<file path="src/rtl/addr_ctr_stack_if.sv">
// Control/data bundle for addr_ctr_stack: the datapath drives the controls and D_IN,
// and the address register drives the address, stack status and flags.
interface addr_ctr_stack_if #(
    parameter int WIDTH = 12,
    parameter int DEPTH = 4
);
    localparam int LW = $clog2(DEPTH + 1);

    logic             CLR;
    logic             LD;
    logic             INC;
    logic             DEC;
    logic             PUSH;
    logic             POP;
    logic [WIDTH-1:0] D_IN;
    logic [WIDTH-1:0] D_OUT;
    logic [WIDTH-1:0] TOP;
    logic [LW-1:0]    LEVEL;
    logic             FULL;
    logic             EMPTY;
    logic             BOUND;
    logic             ERR;

    modport master (
        output CLR, LD, INC, DEC, PUSH, POP, D_IN,
        input  D_OUT, TOP, LEVEL, FULL, EMPTY, BOUND, ERR
    );

    modport slave (
        input  CLR, LD, INC, DEC, PUSH, POP, D_IN,
        output D_OUT, TOP, LEVEL, FULL, EMPTY, BOUND, ERR
    );
endinterface

</file>
<file path="src/rtl/addr_ctr_stack.sv">
// Address register with clear/load/inc/dec and a DEPTH-entry return stack.
// Define ADDR_SAT_EN to saturate at the address boundaries instead of wrapping.
module addr_ctr_stack #(
    parameter int  WIDTH = 12,
    parameter int  DEPTH = 4,
    localparam int LW    = $clog2(DEPTH + 1)
) (
    input logic            CLK,
    input logic            reset,
    addr_ctr_stack_if.slave bus
);
    localparam int IW = (DEPTH > 1) ? $clog2(DEPTH) : 1;

    logic [WIDTH-1:0] d_out_q;
    logic [LW-1:0]    level_q;
    logic             bound_q;
    logic             err_q;
    logic [WIDTH-1:0] stack_q [DEPTH];

    logic             full;
    logic             empty;
    logic [IW-1:0]    wr_idx;
    logic [IW-1:0]    top_idx;

    assign full    = (level_q == LW'(DEPTH));
    assign empty   = (level_q == '0);
    assign wr_idx  = IW'(level_q);
    assign top_idx = IW'(level_q - LW'(1));

    // The whole datapath updates on the falling edge of the clock.
    always_ff @(negedge CLK) begin
        if (reset) begin
            d_out_q <= '0;
            level_q <= '0;
            bound_q <= 1'b0;
            err_q   <= 1'b0;
            // NOTE: the stack must read back as zeros after reset, so every entry is cleared here
            // rather than left to power-up values; this rules out a plain RAM macro for it.
            for (int i = 0; i < DEPTH; i++) begin
                stack_q[i] <= '0;
            end
        end else begin
            // NOTE: all state uses non-blocking assignments so every branch reads pre-edge values.
            bound_q <= 1'b0;
            if (bus.CLR) begin
                d_out_q <= '0;
                err_q   <= 1'b0;
            end else if (bus.POP) begin
                if (empty) begin
                    err_q <= 1'b1;
                end else begin
                    d_out_q <= stack_q[top_idx];
                    level_q <= level_q - LW'(1);
                end
            end else if (bus.PUSH) begin
                if (full) begin
                    err_q <= 1'b1;
                end else begin
                    stack_q[wr_idx] <= d_out_q + WIDTH'(1);
                    level_q         <= level_q + LW'(1);
                    d_out_q         <= bus.D_IN;
                end
            end else if (bus.LD) begin
                d_out_q <= bus.D_IN;
            end else if (bus.INC) begin
                if (d_out_q == '1) begin
                    bound_q <= 1'b1;
`ifdef ADDR_SAT_EN
                    d_out_q <= d_out_q;
`else
                    d_out_q <= '0;
`endif
                end else begin
                    d_out_q <= d_out_q + WIDTH'(1);
                end
            end else if (bus.DEC) begin
                if (d_out_q == '0) begin
                    bound_q <= 1'b1;
`ifdef ADDR_SAT_EN
                    d_out_q <= d_out_q;
`else
                    d_out_q <= '1;
`endif
                end else begin
                    d_out_q <= d_out_q - WIDTH'(1);
                end
            end
        end
    end

    assign bus.D_OUT = d_out_q;
    assign bus.LEVEL = level_q;
    assign bus.FULL  = full;
    assign bus.EMPTY = empty;
    assign bus.BOUND = bound_q;
    assign bus.ERR   = err_q;
    assign bus.TOP   = empty ? '0 : stack_q[top_idx];
endmodule

</file>
<file path="src/flat_wrapper.sv">
// flat-port wrapper written by rule: the top's interface ports become plain ports
module addr_ctr_stack_flat 
#(
    parameter int  WIDTH = 12,
    parameter int  DEPTH = 4,
    localparam int LW    = $clog2(DEPTH + 1)
)
  (CLK, reset, bus_CLR, bus_LD, bus_INC, bus_DEC, bus_PUSH, bus_POP, bus_D_IN, bus_D_OUT, bus_TOP, bus_LEVEL, bus_FULL, bus_EMPTY, bus_BOUND, bus_ERR);
  addr_ctr_stack_if #(.WIDTH(WIDTH), .DEPTH(DEPTH)) bus_i ();
  input logic CLK;
  input logic reset;
  input wire logic [$bits(bus_i.CLR)-1:0] bus_CLR;
  input wire logic [$bits(bus_i.LD)-1:0] bus_LD;
  input wire logic [$bits(bus_i.INC)-1:0] bus_INC;
  input wire logic [$bits(bus_i.DEC)-1:0] bus_DEC;
  input wire logic [$bits(bus_i.PUSH)-1:0] bus_PUSH;
  input wire logic [$bits(bus_i.POP)-1:0] bus_POP;
  input wire logic [$bits(bus_i.D_IN)-1:0] bus_D_IN;
  output wire logic [$bits(bus_i.D_OUT)-1:0] bus_D_OUT;
  output wire logic [$bits(bus_i.TOP)-1:0] bus_TOP;
  output wire logic [$bits(bus_i.LEVEL)-1:0] bus_LEVEL;
  output wire logic [$bits(bus_i.FULL)-1:0] bus_FULL;
  output wire logic [$bits(bus_i.EMPTY)-1:0] bus_EMPTY;
  output wire logic [$bits(bus_i.BOUND)-1:0] bus_BOUND;
  output wire logic [$bits(bus_i.ERR)-1:0] bus_ERR;
  assign bus_i.CLR = bus_CLR;
  assign bus_i.LD = bus_LD;
  assign bus_i.INC = bus_INC;
  assign bus_i.DEC = bus_DEC;
  assign bus_i.PUSH = bus_PUSH;
  assign bus_i.POP = bus_POP;
  assign bus_i.D_IN = bus_D_IN;
  assign bus_D_OUT = bus_i.D_OUT;
  assign bus_TOP = bus_i.TOP;
  assign bus_LEVEL = bus_i.LEVEL;
  assign bus_FULL = bus_i.FULL;
  assign bus_EMPTY = bus_i.EMPTY;
  assign bus_BOUND = bus_i.BOUND;
  assign bus_ERR = bus_i.ERR;
  addr_ctr_stack #(.WIDTH(WIDTH), .DEPTH(DEPTH)) u_core (.CLK(CLK), .reset(reset), .bus(bus_i));
endmodule
</file>
<file path="config.mk">
export PLATFORM = sky130hd
export DESIGN_NAME = addr_ctr_stack_flat
export DESIGN_NICKNAME = d
export VERILOG_FILES = /design/src/rtl/addr_ctr_stack_if.sv /design/src/rtl/addr_ctr_stack.sv /design/src/flat_wrapper.sv
export SDC_FILE = /design/constraint.sdc
export NUM_CORES = 1
export LEC_CHECK = 0
export ABC_AREA = 1
export CAP_MARGIN = 20
export CORE_MARGIN = 10
export CORE_UTILIZATION = 50
export DETAILED_ROUTE_END_ITERATION = 8
export PLACE_DENSITY = 0.76
export SYNTH_ARGS = -nofsm -noshare
export SYNTH_HDL_FRONTEND = slang
export SYNTH_SLANG_ARGS = --single-unit
</file>
<file path="constraint.sdc">
create_clock -name CLK -period 2.5 [get_ports CLK]
set_clock_uncertainty 0.05 [all_clocks]
set_input_delay 0.25 -clock CLK [delete_from_list [all_inputs] [get_ports CLK]]
set_output_delay 0.25 -clock CLK [all_outputs]
set_load 0.1 [all_outputs]
</file>
==> flow_metrics.env <==
export IMPL_run_status="finished with violations"
export IMPL_failed_checks="negative setup slack"
export IMPL_share_of_the_yosys_chip_area_belonging_to_registers=0.461
export IMPL_totalNegativeSetupSlack_ns=-12.37
export IMPL_design_final_nets=709
export IMPL_cp_depth=7
export IMPL_detail_route_iter0_violations=435
export IMPL_tritoncts_num_buffers=9
export IMPL_syn_nets=523
export IMPL_final_fill_count=400
export IMPL_reg2reg_from="u_core.bus.D_OUT[0]"
export IMPL_total_power_uw=4500
export IMPL_globalRouteOverflowTotal=0
export IMPL_report_final_slew_viol_count=0
export IMPL_cts_hold_buffers=0
export IMPL_grt_pass1_wl_mm=23.0
export IMPL_wirelength_mm=15.7
export IMPL_ys_ff_latch=65
export IMPL_wl_per_cell_microns=19.9
export IMPL_n_antenna_cell=0
export IMPL_hpwlAfterDp_mm=8.89
export IMPL_synthesis_area_per_instance_sq_um=7.78
export IMPL_start_util=0.508
export IMPL_grt_max_degree=31
export IMPL_post_route_util=0.836
export IMPL_ys_types=33
export IMPL_clk_pin_slew_worst_paths_ns=0.04
export IMPL_holdWs_ns=0.446
export IMPL_peakVddDrop_mv=0.416
export IMPL_combined_area_of_the_multi_input_logic_cells_sq_mm=0.00215
export IMPL_numPortBuffers=50
export IMPL_fp_dieArea_sq_mm=0.0116
export IMPL_cts_max_level=3
export IMPL_clock_tree_buffer_depth=2
export IMPL_avgViaCountPerCell=5.75
export IMPL_cts_tree="built"
export IMPL_power_density_mw_per_mm2=707
export IMPL_clk_latency_ns=0.45
export IMPL_detail_route_first_pass_iterations=5
export IMPL_drv_max_cap_violation_count=0
export IMPL_hold_path_class="reg2reg"
export IMPL_root_buffer="sky130_fd_sc_hd__clkbuf_8"
export IMPL_clock_sinks=65
export IMPL_via_total_after_detailed_routing=4545
export IMPL_endpoint="bus_TOP[7]"
export IMPL_critical_path_startpoint_type="flop"
export IMPL_setup_violations=29
export IMPL_die_x_microns=108
export IMPL_crit_path_cell_trace="inv_4 > ha_4 > buf_12 > a21oi_2 > a32o_2 > nor2_4 > buf_12"
export IMPL_count_of_cells_along_the_worst_register_to_register_path=10
export IMPL_ant_nets=0
export IMPL_layout_cells_most_common_list="sky130_fd_sc_hd__nand2_1 (123), sky130_fd_sc_hd__inv_1 (87), sky130_fd_sc_hd__buf_4 (66)"
export IMPL_grt_pass1_vias=4503
export IMPL_cpMostUsedCell="sky130_fd_sc_hd__buf_12"
export IMPL_finalHoldViolations=0
export IMPL_timing_final_ws_setup_ns=-0.905
export IMPL_cp_max_fo=8
export IMPL_critPathRequiredTime_ns=2.20
export IMPL_sequential_area_sq_mm=0.00184
export IMPL_layout_drive_gt1_share=0.359
export IMPL_crit_path_max_incr_delay_ns=0.35
export IMPL_mostFrequentLayoutCell="sky130_fd_sc_hd__nand2_1"
export IMPL_synthCells=497
export IMPL_reg2reg_to="u_core.bus.D_OUT[6]"
export IMPL_grt_setup_unrepaired="yes"
export IMPL_gpl_final_weighted_congestion=0.967
export IMPL_placementRows=32
export IMPL_total_leakage_power_uw=0.00291
export IMPL_top_level_ports=51
export IMPL_yosysTopAreaCell="sky130_fd_sc_hd__edfxtp_1"
export IMPL_synth_top_cells_by_area="sky130_fd_sc_hd__edfxtp_1 (37%), sky130_fd_sc_hd__nand2_1 (13%), sky130_fd_sc_hd__dfxtp_1 (8.8%)"
export IMPL_yosys_area_top_type_share=0.373
export IMPL_drc=0
export IMPL_std_cell_core_area_sq_mm=0.00761
export IMPL_worst_slew_pin_transition_ns=0.382
export IMPL_floorplan_die_height_microns=108
export IMPL_critical_path_class="reg2out"
export IMPL_total_standard_cell_area_after_synthesis_sq_mm=0.00386
export IMPL_r2r_slack_ns=0.37
export IMPL_worstSetupStartpoint="u_core.bus.LEVEL[1]"
export IMPL_slowest_stage="sky130_fd_sc_hd__dfxtp_4"
export IMPL_arrival_ns=3.11
export IMPL_ys_warn_count=0
export IMPL_endpoint_kind="output pin"
export IMPL_global_route_usage_total=0.255
export IMPL_critical_path_top_delay_family="buffers and inverters"
export IMPL_max_slew_margin_vs_limit=0.745
export IMPL_area_growth_synth_to_final_pct=64.6
export IMPL_path_buf_inv=3
export IMPL_placement_setup_worst_slack_ns=-0.771
export IMPL_grt_antenna_before_repair=0
## kinds of logic after synthesis
logic type,share of synthesized area
buf+inv,0.0683
xor+xnor,0.0240
fa+ha+maj,0.0194
flops,0.461
simple gates,0.318
compound gates,0.109
## how the worst min path moves through the flow
| stage | endpoint | cells after the start | start | slack, ns |
|---|---|---|---|---|
| 2_1_floorplan | u_core.bus.D_OUT[11] | 2 | u_core.bus.D_OUT[11] | 0.66 |
| 3_3_place_gp | u_core.bus.D_OUT[11] | 2 | u_core.bus.D_OUT[11] | 0.46 |
| 3_5_place_dp | u_core.bus.ERR | 2 | u_core.bus.ERR | 0.46 |
| 4_1_cts | u_core.bus.ERR | 2 | u_core.bus.ERR | 0.45 |
| 5_1_grt | u_core.bus.ERR | 2 | u_core.bus.ERR | 0.48 |
| 6_report | u_core.bus.ERR | 2 | u_core.bus.ERR | 0.45 |
## worst min-delay path, cell delays in order (launching register included)
cell                      delay (ns)
sky130_fd_sc_hd__dfxtp_2        0.34
sky130_fd_sc_hd__nor2_1         0.05
sky130_fd_sc_hd__nor2_1         0.07
## synth_stat cells, drive strengths merged
library cell,count
or2,8
a32o,12
o21ai,9
nor3,4
buf,11
xor2,8
o211a,1
o21a,1
inv,37
dfxtp,17
a21oi,45
nor2,98
nand4,7
clkbuf,15
nand3b,1
nand3,32
o21bai,1
ha,6
clkinv,1
edfxtp,48
nand2,135
## state kept, by name, summed over array words and instances, names as in the netlist
name,cells
u_core.bus.D_OUT,12
u_core.bus.ERR,1
u_core.stack_q,48
u_core.bus.BOUND,1
u_core.bus.LEVEL,3
## power breakdown
group | internal (uW) | switching, uW | leakage (uW)
Combinational | 691 | 1070 | 0.00181
Clock | 620 | 867 | 0.000453
Sequential | 1210 | 39.7 | 0.000646
Total | 2520 | 1980 | 0.00291
## final cells by class
cell class,count,share of cell area
multi-input cells,369,0.338
inverters,37,0.0248
clock buffers,9,0.0195
repair buffers,136,0.257
well taps,102,0.0201
flip-flops and latches,65,0.289
clock inverters,72,0.0525
## routing by layer
| metal | global-route usage | part of all wire | up-vias | wire (microns) |
|---|---|---|---|---|
| met5 | 0 | 0 | - | 0 |
| met4 | 0.140 | 0.045 | 0 | 707 |
| met3 | 0.0731 | 0.11 | 80 | 1710 |
| met2 | 0.437 | 0.51 | 354 | 8030 |
| met1 | 0.280 | 0.34 | 2089 | 5290 |
| li1 | - | - | 2022 | - |
## repair_timing
| item | 4_1_cts | 5_1_grt |
|---|---|---|
| setup buffers | 23 | 8 |
| pin swaps | 28 | 12 |
| endpoints found under the setup margin | 142 | 66 |
| gates cloned | 2 | 1 |
| gates resized for setup | 46 | 25 |
## stage by stage
step / instance area [sq um] / std cells
final: 6360 / 790
after global routing: 6360 / 790
after CTS: 6200 / 781
after detailed placement: 5420 / 676
after global placement: 5420 / 676
after floorplan: 4230 / 497
(Power assumes the default switching activity.)
